$ cat src/rtl/pipeline_pkg.sv
// Shared pipeline definitions: fetch FSM encoding, NOP word, default reset PC
// and the alignment helper used by the fetch path.
package pipeline_pkg;

  typedef enum logic [1:0] {
    ST_START = 2'b00,
    ST_RUN   = 2'b01,
    ST_HALT  = 2'b10
  } fetch_state_e;

  localparam logic [31:0] NOP_INSTR        = 32'd0;
  localparam logic [31:0] DEFAULT_RESET_PC = 32'd0;
  localparam logic [31:0] INSTR_BYTES      = 32'd4;

  // A fetch target is usable only when it is word aligned.
  function automatic logic is_misaligned(input logic [31:0] addr);
    return (addr[1:0] != 2'b00);
  endfunction

endpackage

$ cat src/rtl/pc_npc_unit.sv
// PC / nPC pair with a one-entry pending redirect. A redirect that arrives
// while nPC is stalled is parked and applied on the next nPC load. A
// misaligned effective target raises misalign_trap and freezes all state.
module pc_npc_unit
  import pipeline_pkg::*;
#(
  parameter logic [31:0] RESET_PC = DEFAULT_RESET_PC
) (
  input  logic        clk,
  input  logic        reset,
  input  logic        run_en,
  input  logic        pc_le,
  input  logic        npc_le,
  input  logic        branch_taken,
  input  logic [31:0] branch_target,
  output logic [31:0] pc,
  output logic [31:0] npc,
  output logic        misalign_trap
);

  logic [31:0] pc_r;
  logic [31:0] npc_r;
  logic [31:0] pend_target_r;
  logic        pend_r;

  logic        redirect_s;
  logic [31:0] eff_target_s;
  logic        trap_s;

  // Pick the redirect target for this cycle (live branch beats the parked one)
  always_comb begin
    redirect_s   = 1'b0;
    eff_target_s = pend_target_r;
    if (branch_taken) begin
      redirect_s   = 1'b1;
      eff_target_s = branch_target;
    end else if (pend_r) begin
      redirect_s   = 1'b1;
      eff_target_s = pend_target_r;
    end else begin
      redirect_s   = 1'b0;
      eff_target_s = pend_target_r;
    end
    trap_s = run_en & redirect_s & is_misaligned(eff_target_s);
  end

  // PC, nPC and pending-redirect registers
  always_ff @(posedge clk) begin
    if (!reset) begin
      pc_r          <= RESET_PC;
      npc_r         <= RESET_PC + INSTR_BYTES;
      pend_r        <= 1'b0;
      pend_target_r <= 32'd0;
    end else if (run_en && !trap_s) begin
      if (pc_le) begin
        pc_r <= npc_r;
      end
      if (npc_le) begin
        npc_r  <= redirect_s ? eff_target_s : (npc_r + INSTR_BYTES);
        pend_r <= 1'b0;
      end else if (branch_taken) begin
        pend_r        <= 1'b1;
        pend_target_r <= branch_target;
      end
    end
  end

  assign pc            = pc_r;
  assign npc           = npc_r;
  assign misalign_trap = trap_s;

endmodule

$ cat src/rtl/if_fetch_unit.sv
// Instruction fetch stage: START/RUN/HALT control, the IF/ID pipeline
// register and the count of valid instructions handed to decode.
module if_fetch_unit
  import pipeline_pkg::*;
#(
  parameter int          ADDR_W   = 9,
  parameter logic [31:0] RESET_PC = DEFAULT_RESET_PC
) (
  input  logic              clk,
  input  logic              reset,
  input  logic              pc_le,
  input  logic              npc_le,
  input  logic              if_id_le,
  input  logic              if_id_flush,
  input  logic              branch_taken,
  input  logic [31:0]       branch_target,
  input  logic [31:0]       imem_data,
  output logic [ADDR_W-1:0] imem_addr,
  output logic [31:0]       pc_out,
  output logic [31:0]       npc_out,
  output logic [31:0]       instr_out,
  output logic [31:0]       instr_pc_out,
  output logic              instr_valid,
  output logic              halted,
  output logic [31:0]       fetch_count
);

  fetch_state_e state_r;
  logic [31:0]  instr_r;
  logic [31:0]  instr_pc_r;
  logic         instr_valid_r;
  logic         halted_r;
  logic [31:0]  fetch_count_r;

  logic [31:0]  pc_s;
  logic [31:0]  npc_s;
  logic         run_s;
  logic         trap_s;

  assign run_s = (state_r == ST_RUN);

  pc_npc_unit #(
    .RESET_PC (RESET_PC)
  ) u_pc_npc (
    .clk           (clk),
    .reset         (reset),
    .run_en        (run_s),
    .pc_le         (pc_le),
    .npc_le        (npc_le),
    .branch_taken  (branch_taken),
    .branch_target (branch_target),
    .pc            (pc_s),
    .npc           (npc_s),
    .misalign_trap (trap_s)
  );

  // Fetch FSM together with the IF/ID register it gates
  always_ff @(posedge clk) begin
    if (!reset) begin
      state_r       <= ST_START;
      instr_r       <= NOP_INSTR;
      instr_pc_r    <= 32'd0;
      instr_valid_r <= 1'b0;
      halted_r      <= 1'b0;
      fetch_count_r <= 32'd0;
    end else begin
      case (state_r)
        ST_START: begin
          state_r <= ST_RUN;
        end
        ST_RUN: begin
          if (trap_s) begin
            state_r  <= ST_HALT;
            halted_r <= 1'b1;
          end
          if (if_id_flush) begin
            instr_r       <= NOP_INSTR;
            instr_pc_r    <= pc_s;
            instr_valid_r <= 1'b0;
          end else if (if_id_le) begin
            instr_r       <= imem_data;
            instr_pc_r    <= pc_s;
            instr_valid_r <= 1'b1;
            fetch_count_r <= fetch_count_r + 32'd1;
          end
        end
        ST_HALT: begin
          halted_r      <= 1'b1;
          instr_r       <= NOP_INSTR;
          instr_pc_r    <= pc_s;
          instr_valid_r <= 1'b0;
        end
        default: begin
          // Unknown encoding: park safely until the next reset
          state_r       <= ST_HALT;
          halted_r      <= 1'b1;
          instr_r       <= NOP_INSTR;
          instr_pc_r    <= pc_s;
          instr_valid_r <= 1'b0;
        end
      endcase
    end
  end

  assign imem_addr    = pc_s[ADDR_W-1:0];
  assign pc_out       = pc_s;
  assign npc_out      = npc_s;
  assign instr_out    = instr_r;
  assign instr_pc_out = instr_pc_r;
  assign instr_valid  = instr_valid_r;
  assign halted       = halted_r;
  assign fetch_count  = fetch_count_r;

endmodule

$ cat config.mk
export PLATFORM = sky130hd
export DESIGN_NAME = if_fetch_unit
export DESIGN_NICKNAME = d
export VERILOG_FILES = /design/src/rtl/pipeline_pkg.sv /design/src/rtl/pc_npc_unit.sv /design/src/rtl/if_fetch_unit.sv
export SDC_FILE = /design/constraint.sdc
export NUM_CORES = 1
export LEC_CHECK = 0
export CORE_ASPECT_RATIO = 0.5
export CORE_MARGIN = 3
export CORE_UTILIZATION = 48
export CTS_CLUSTER_SIZE = 30
export DETAILED_ROUTE_END_ITERATION = 10
export GPL_ROUTABILITY_DRIVEN = 0
export PLACE_DENSITY = 0.78
export SETUP_SLACK_MARGIN = 0.05
export SYNTH_ARGS = -nofsm -noshare
export SYNTH_HDL_FRONTEND = slang
export SYNTH_SLANG_ARGS = --single-unit
export TNS_END_PERCENT = 1
$ cat constraint.sdc
create_clock -name clk -period 2.8 [get_ports clk]
set_clock_uncertainty 0.15 [all_clocks]
set_input_delay 0.84 -clock clk [delete_from_list [all_inputs] [get_ports clk]]
set_output_delay 0.84 -clock clk [all_outputs]
set_load 0.05 [all_outputs]
==> qor.txt, run 1 <==
Std-Cell Rows - 34
relative slew slack - 36.1%
gr usage total - 25.7%
Least-Margin Pin Slew - 0.958 ns
Tmin final - 2.75 ns
Power Density - 502 nW/um2
share of cells above drive strength 1 - 9.49%
Post-DP HPWL - 19300 um
status - completed
# Post-CTS Setup Buffers - 0
cell-internal power - 4.49 mW
Num CTS Buffers - 17
sequential fraction of design power - 47.2%
YS warnings - 0
critical-path cell list - clkdlybuf4s50_1
ys flop type - dfxtp_1
Root Buffer - clkbuf_16
Worst Path Buf+Inv - 1
port bufs - 241
RSZ-0062 raised after global routing - true
H-tree Lvls - 4
Fmax achieved - 363 MHz
global-route wire length before repair - 41600 um
Power Total - 6.12 mW
Setup crit end kind - primary output
Place WS - -0.179 ns
register area share after synthesis - 45.6%
routed len/inst - 17.3 um
CP max FO - 7
final core occ - 69.5%
Reg clk slew, reported paths - 0.07 ns
Worst setup SP type - flip-flop
max cap viols - 0
Critical Path Slowest Stage Cell - clkdlybuf4s50_1
Overflow after GRT - 0
cell family with most CP delay - buffers and inverters
area delta synth->final - 40.8%
Hold WC Path Type - flip-flop to flip-flop
number of global-route vias before repair - 8008
chip height - 101 um
Fillers - 1457
total number of vias - 8510
worst skew pair latency - 0.43 ns
Initial Utilization - 49.4%
EDFF count, synth - 0
Sw Share - 26.7%
sw power - 1.63 mW
setup slack after layout - 0.0486 ns
fin crit share - 98.3%
Cells after DPL - 1508
Gate power share - 12.0%
Finished Layout Cells - 1540
Nets - 1366
crit path DAT - 1.76 ns
Final Hold Fails - 0
cells after synthesis - 1042
num ports - 242
antenna violations before repair - 0
flop2flop setup slack - 0.31 ns
P_leak - 4.35 nW
fraction of registers with async set or reset after synthesis - 0%
Residual DRC - 0
Yosys reg bits - 197
Cell variety after synth - 62
die area - 19800 um2
syn_area_per_cell - 8.31 um2
Iteration-0 DRC Markers - 614
Final Slew Violations - 0
Final ANT Viol Nets - 0
WS Path Type - flip-flop to primary output
Post-Route WL - 26600 um
# hold bufs at CTS - 0
TritonCTS clock tree - built
CTS sink count - 197
1st-pass router iterations - 7
Syn Nets - 1115
final setup vio count - 0
Die Wd - 196 um
crit-path max cell delay - 0.86 ns
CTS max path bufs - 2
DR vias/cell - 5.53
Required @ worst endpoint - 1.81 ns
pin count of the biggest net entering global routing - 114
core area - 17500 um2
ant diodes - 0
Post-Syn Area - 8650 um2
maximum vdd drop - 0.000439 V
clock share of power - 40.7%
power by group through the flow:
stage | sequential (mW) | clock, mW | combinational [mW]
floorplan | 3.06 | 0 | 0.285
CTS | 2.89 | 2.53 | 0.730
global placement | 2.95 | 0 | 0.720
finish | 2.89 | 2.49 | 0.736
detailed placement | 2.96 | 0 | 0.729
global route | 2.90 | 2.61 | 0.784
routing by layer:
metal	part of all wire [%]	GRT usage (%)	vias to the layer above
met5	0	0	-
met4	1.7	7.28	0
met3	6.5	4.04	41
met2	48	43.6	354
met1	44	34.5	4004
li1	-	-	4111
cells in the final DEF, fill, tap and decap left out, drive strengths merged, types with 11 or more instances in the layout:
master         synthesis  routed
nor2                  29      29
xnor2                 12      12
nand4                 18      18
mux2i                 14      14
clkbuf                61      20
and3                  14      14
a22oi                 35      35
a21boi                99      99
nor2b                 41      41
nand2                247     247
nand2b                13      13
dlygate4sd2            0      11
dfxtp                197     197
nand3                 24      24
buf                   20      75
o21ai                 60      60
nor3                  16      16
clkdlybuf4s50          0     226
and2                  18      18
a21oi                 14      14
inv                   12      20
final timing paths:
| path | start | to | depth (start not counted) |
|---|---|---|---|
| setup reg to reg | u_pc_npc.npc[2]$_SDFFE_PN1P_ | u_pc_npc.npc[30]$_SDFFE_PN0P_ | 7 |
| hold reg to reg | instr_pc_out[25]$_SDFFE_PN0P_ | instr_pc_out[25]$_SDFFE_PN0P_ | 2 |
| setup / recovery | u_pc_npc.npc[20]$_SDFFE_PN0P_ | npc_out[20] | 1 |
| hold / removal | instr_pc_out[25]$_SDFFE_PN0P_ | instr_pc_out[25]$_SDFFE_PN0P_ | 2 |
synth_stat cells, drive strengths merged, types with 2 or more instances:
master | count | share of area, %
o21a | 2 | 0.17
a211oi | 3 | 0.26
a31oi | 6 | 0.43
clkbuf | 61 | 2.6
dfxtp | 197 | 46
a21oi | 14 | 0.81
o21ai | 60 | 3.5
and2 | 18 | 1.3
o2bb2ai | 7 | 0.71
xor2 | 6 | 0.61
or3 | 10 | 0.78
buf | 20 | 1.4
nor4 | 10 | 0.80
nand3 | 24 | 1.4
or2 | 2 | 0.14
inv | 12 | 0.52
nor2 | 29 | 1.3
ha | 2 | 0.29
a221oi | 5 | 0.51
and3 | 14 | 1.0
nand2 | 247 | 11
nor3b | 3 | 0.26
o31ai | 2 | 0.17
o22ai | 2 | 0.14
nor2b | 41 | 3.0
a22oi | 35 | 3.0
nand4 | 18 | 1.3
nor3 | 16 | 0.98
o211ai | 5 | 0.43
and4 | 2 | 0.20
a31o | 4 | 0.40
mux2 | 2 | 0.26
nand2b | 13 | 0.94
a32o | 3 | 0.35
a22o | 5 | 0.51
a21o | 2 | 0.17
mux2i | 14 | 1.6
a21boi | 99 | 8.6
xnor2 | 12 | 1.2
o211a | 3 | 0.35
layout make-up:
type	instances	area (um2)	area share, %
sequential	197	3940	32.4
multi-input combinational	752	4350	35.7
clock buffer	20	467	3.83
inverter	12	45.0	0.370
timing repair buffer	313	2960	24.3
tap	234	293	2.40
clock inverter	12	131	1.08
metrics by stage:
step / area [um2] / hold WS (ns) / TNS, ns
4_1_cts: 12200 / 0.315 / 0
5_1_grt: 12200 / 0.327 / 0
2_1_floorplan: 8650 / 0.289 / 0
6_report: 12200 / 0.313 / 0
3_3_place_gp: 11600 / 0.299 / -2.71
3_5_place_dp: 11600 / 0.308 / -5.76
registers in the layout, summed over array words and instances, names as in the netlist:
register	flops
u_pc_npc.pend_target_r	32
u_pc_npc.npc	32
instr_out	32
u_pc_npc.pc	32
instr_pc_out	32
halted	1
u_pc_npc.pend_r	1
fetch_count	32
instr_valid	1
state_r	2
cells by family (layout without fill, tap and decap cells):
| logic type | Yosys count | after routing | share of synthesized area [%] |
|---|---|---|---|
| xor gates and xnor gates | 18 | 18 | 1.82 |
| adders and majority gates | 2 | 2 | 0.289 |
| AOI/OAI and AO/OA | 264 | 264 | 21.3 |
| buffers and inverters | 93 | 357 | 4.54 |
| and+or+nand+nor | 452 | 452 | 24.6 |
| muxes | 16 | 16 | 1.88 |
| DFF | 197 | 197 | 45.6 |
timing repair:
item / 4_1_cts / 5_1_grt
setup endpoints to repair: 11 / 5
endpoints found under the hold margin: 0 / 0
resized for setup: 11 / 1
(Power assumes the default switching activity.)
==> run 2: changes to the inputs <==
--- a/config.mk
+++ b/config.mk
@@ -5,7 +5,6 @@
 export SDC_FILE = /design/constraint.sdc
 export NUM_CORES = 1
 export LEC_CHECK = 0
-export CORE_ASPECT_RATIO = 0.5
 export CORE_MARGIN = 3
 export CORE_UTILIZATION = 48
 export CTS_CLUSTER_SIZE = 30
==> run 2 against run 1 <==
Net effect: count of clock-buffer cells in the layout fell by 2; sequential share of layout area barely moved; sequential power barely moved; register-to-register slack improved by 0.12 ns; final cell count fell by 1.2%; first-iteration DRC count rose by 23%; via count fell by 1.2%; largest cell class unchanged; highest routed layer unchanged.
==> qor.txt, run 2 (same netlist as run 1, synthesis figures left out) <==
die area - 19700 um2 (-0.50%)
Worst Path Buf+Inv - 1 (unchanged)
Tmin final - 2.68 ns (-0.0674 ns)
max cap viols - 0 (unchanged)
share of cells above drive strength 1 - 8.80% (-0.70 points)
Setup TNS - 0 ns (unchanged)
ant diodes - 0 (unchanged)
Residual DRC - 0 (unchanged)
gr usage total - 25.6% (-0.11 points)
relative slew slack - 55.9% (+20 points)
Iteration-0 DRC Markers - 757 (+23%)
P_leak - 4.56 nW (+4.7%)
Final Hold Fails - 0 (unchanged)
Post-DP HPWL - 18600 um (-3.4%)
Initial Utilization - 49.5% (+0.14 points)
Overflow after GRT - 0 (unchanged)
total number of vias - 8407 (-1.2%)
Power Total - 6.13 mW (about the same)
Reg clk slew, reported paths - 0.07 ns (about the same)
commonest non-fill, non-tap cells in the layout - nand2_1, clkdlybuf4s50_1, dfxtp_1
CTS max path bufs - 2 (unchanged)
Fmax achieved - 373 MHz (+2.5%)
Nets - 1358 (-0.59%)
final core occ - 69.8% (+0.31 points)
chip height - 140 um (+39%)
TritonCTS clock tree - built
most common cell after layout, fill and taps aside - nand2_1
antenna violations before repair - 0 (unchanged)
Num CTS Buffers - 17 (unchanged)
Worst setup SP type - flip-flop
# hold bufs at CTS - 0 (unchanged)
global-route wire length before repair - 41300 um (-0.78%)
Std-Cell Rows - 48 (+41%)
status - completed
1st-pass router iterations - 5 (-2)
# Post-CTS Setup Buffers - 0 (unchanged)
worst skew pair latency - 0.43 ns (about the same)
Final Slew Violations - 0 (unchanged)
crit path DAT - 1.69 ns (-0.07 ns)
Hold WC Path Type - flip-flop to flip-flop
Setup crit end kind - primary output
DR vias/cell - 5.53 (about the same)
num ports - 242 (unchanged)
port bufs - 241 (unchanged)
cell family with most CP delay - buffers and inverters
Least-Margin Pin Slew - 0.657 ns (-0.301 ns)
Fin Hold WS - 0.307 ns (-0.00640 ns)
maximum vdd drop - 0.000492 V (+12%)
number of global-route vias before repair - 7756 (-3.1%)
Power Density - 502 nW/um2 (about the same)
routed len/inst - 17.0 um (-1.5%)
pin count of the biggest net entering global routing - 173 (+52%)
H-tree Lvls - 4 (unchanged)
Final ANT Viol Nets - 0 (unchanged)
Root Buffer - clkbuf_16
fin crit share - 95.9% (-2.4 points)
Post-Route WL - 25900 um (-2.7%)
Required @ worst endpoint - 1.81 ns (about the same)
area delta synth->final - 41.0%
Critical Path Slowest Stage Cell - clkdlybuf4s50_1
Die Wd - 140 um (-28%)
WS Path Type - flip-flop to primary output
RSZ-0062 raised after global routing - false
CTS sink count - 197 (unchanged)
CP max FO - 5 (-2)
final setup vio count - 0 (unchanged)
core area - 17500 um2 (-0.29%)
critical-path cell list - clkdlybuf4s50_1
crit-path max cell delay - 0.85 ns (about the same)
## run 2: cell types whose count changed in the layout (fill, tap and decap cells not counted), moves of 2 or more
cell	delta
dlymetal6s2s_1	+15
buf_4	-11
dlygate4sd2_1	-10
clkdlybuf4s50_1	-6
buf_12	+4
clkinv_2	+3
inv_6	-3
inv_8	-3
bufinv_16	+2
clkbuf_8	-2
## run 2: timing repair
action,4_1_cts,5_1_grt
resized for setup,1,16
endpoints found under the setup margin,9,16
pin swaps,0,0
## run 2: layout make-up
type                            instances  area [um2]
Fill cell                            1443        5270
Clock inverter                         12         154
Sequential cell                       197        3940
Timing Repair Buffer                  305        3000
Tap cell                              225         282
Clock buffer                           18         439
Multi-Input combinational cell        752        4350
Inverter                               12        45.0
## run 2: stage by stage
step,setup WS [ns],area [um2],instances
final,0.116,12200,1521
after global routing,0.0548,12200,1521
after CTS,0.00816,12200,1521
after detailed placement,-0.181,11600,1491
after global placement,-0.116,11600,1491
after floorplan,0.114,8650,1042
## run 2: metal layers
metal  wire length (um)  track usage (%)  vias to the layer above  part of all wire [%]
met2              12200             40.9                      310                    47
met4                527             6.58                        0                   2.0
met3               1550             4.47                       34                   6.0
met5                  0                0                        -                     0
met1              11600             36.2                     3984                    45
li1                   -                -                     4079                     -
## run 2: worst paths after layout
check	slack [ns]	depth (start not counted)	from	to
setup / recovery	0.12	1	fetch_count[1]$_SDFFE_PN0P_	fetch_count[1]
hold / removal	0.31	2	halted$_SDFFE_PN0P_	halted$_SDFFE_PN0P_
hold reg to reg	0.31	2	halted$_SDFFE_PN0P_	halted$_SDFFE_PN0P_
setup reg to reg	0.43	5	u_pc_npc.npc[3]$_SDFFE_PN0P_	u_pc_npc.npc[27]$_SDFFE_PN0P_
## run 2: power breakdown
group          switching (mW)  internal [mW]
registers              0.0414           2.85
clock network            1.08           1.42
logic                   0.431          0.306
total                    1.55           4.57
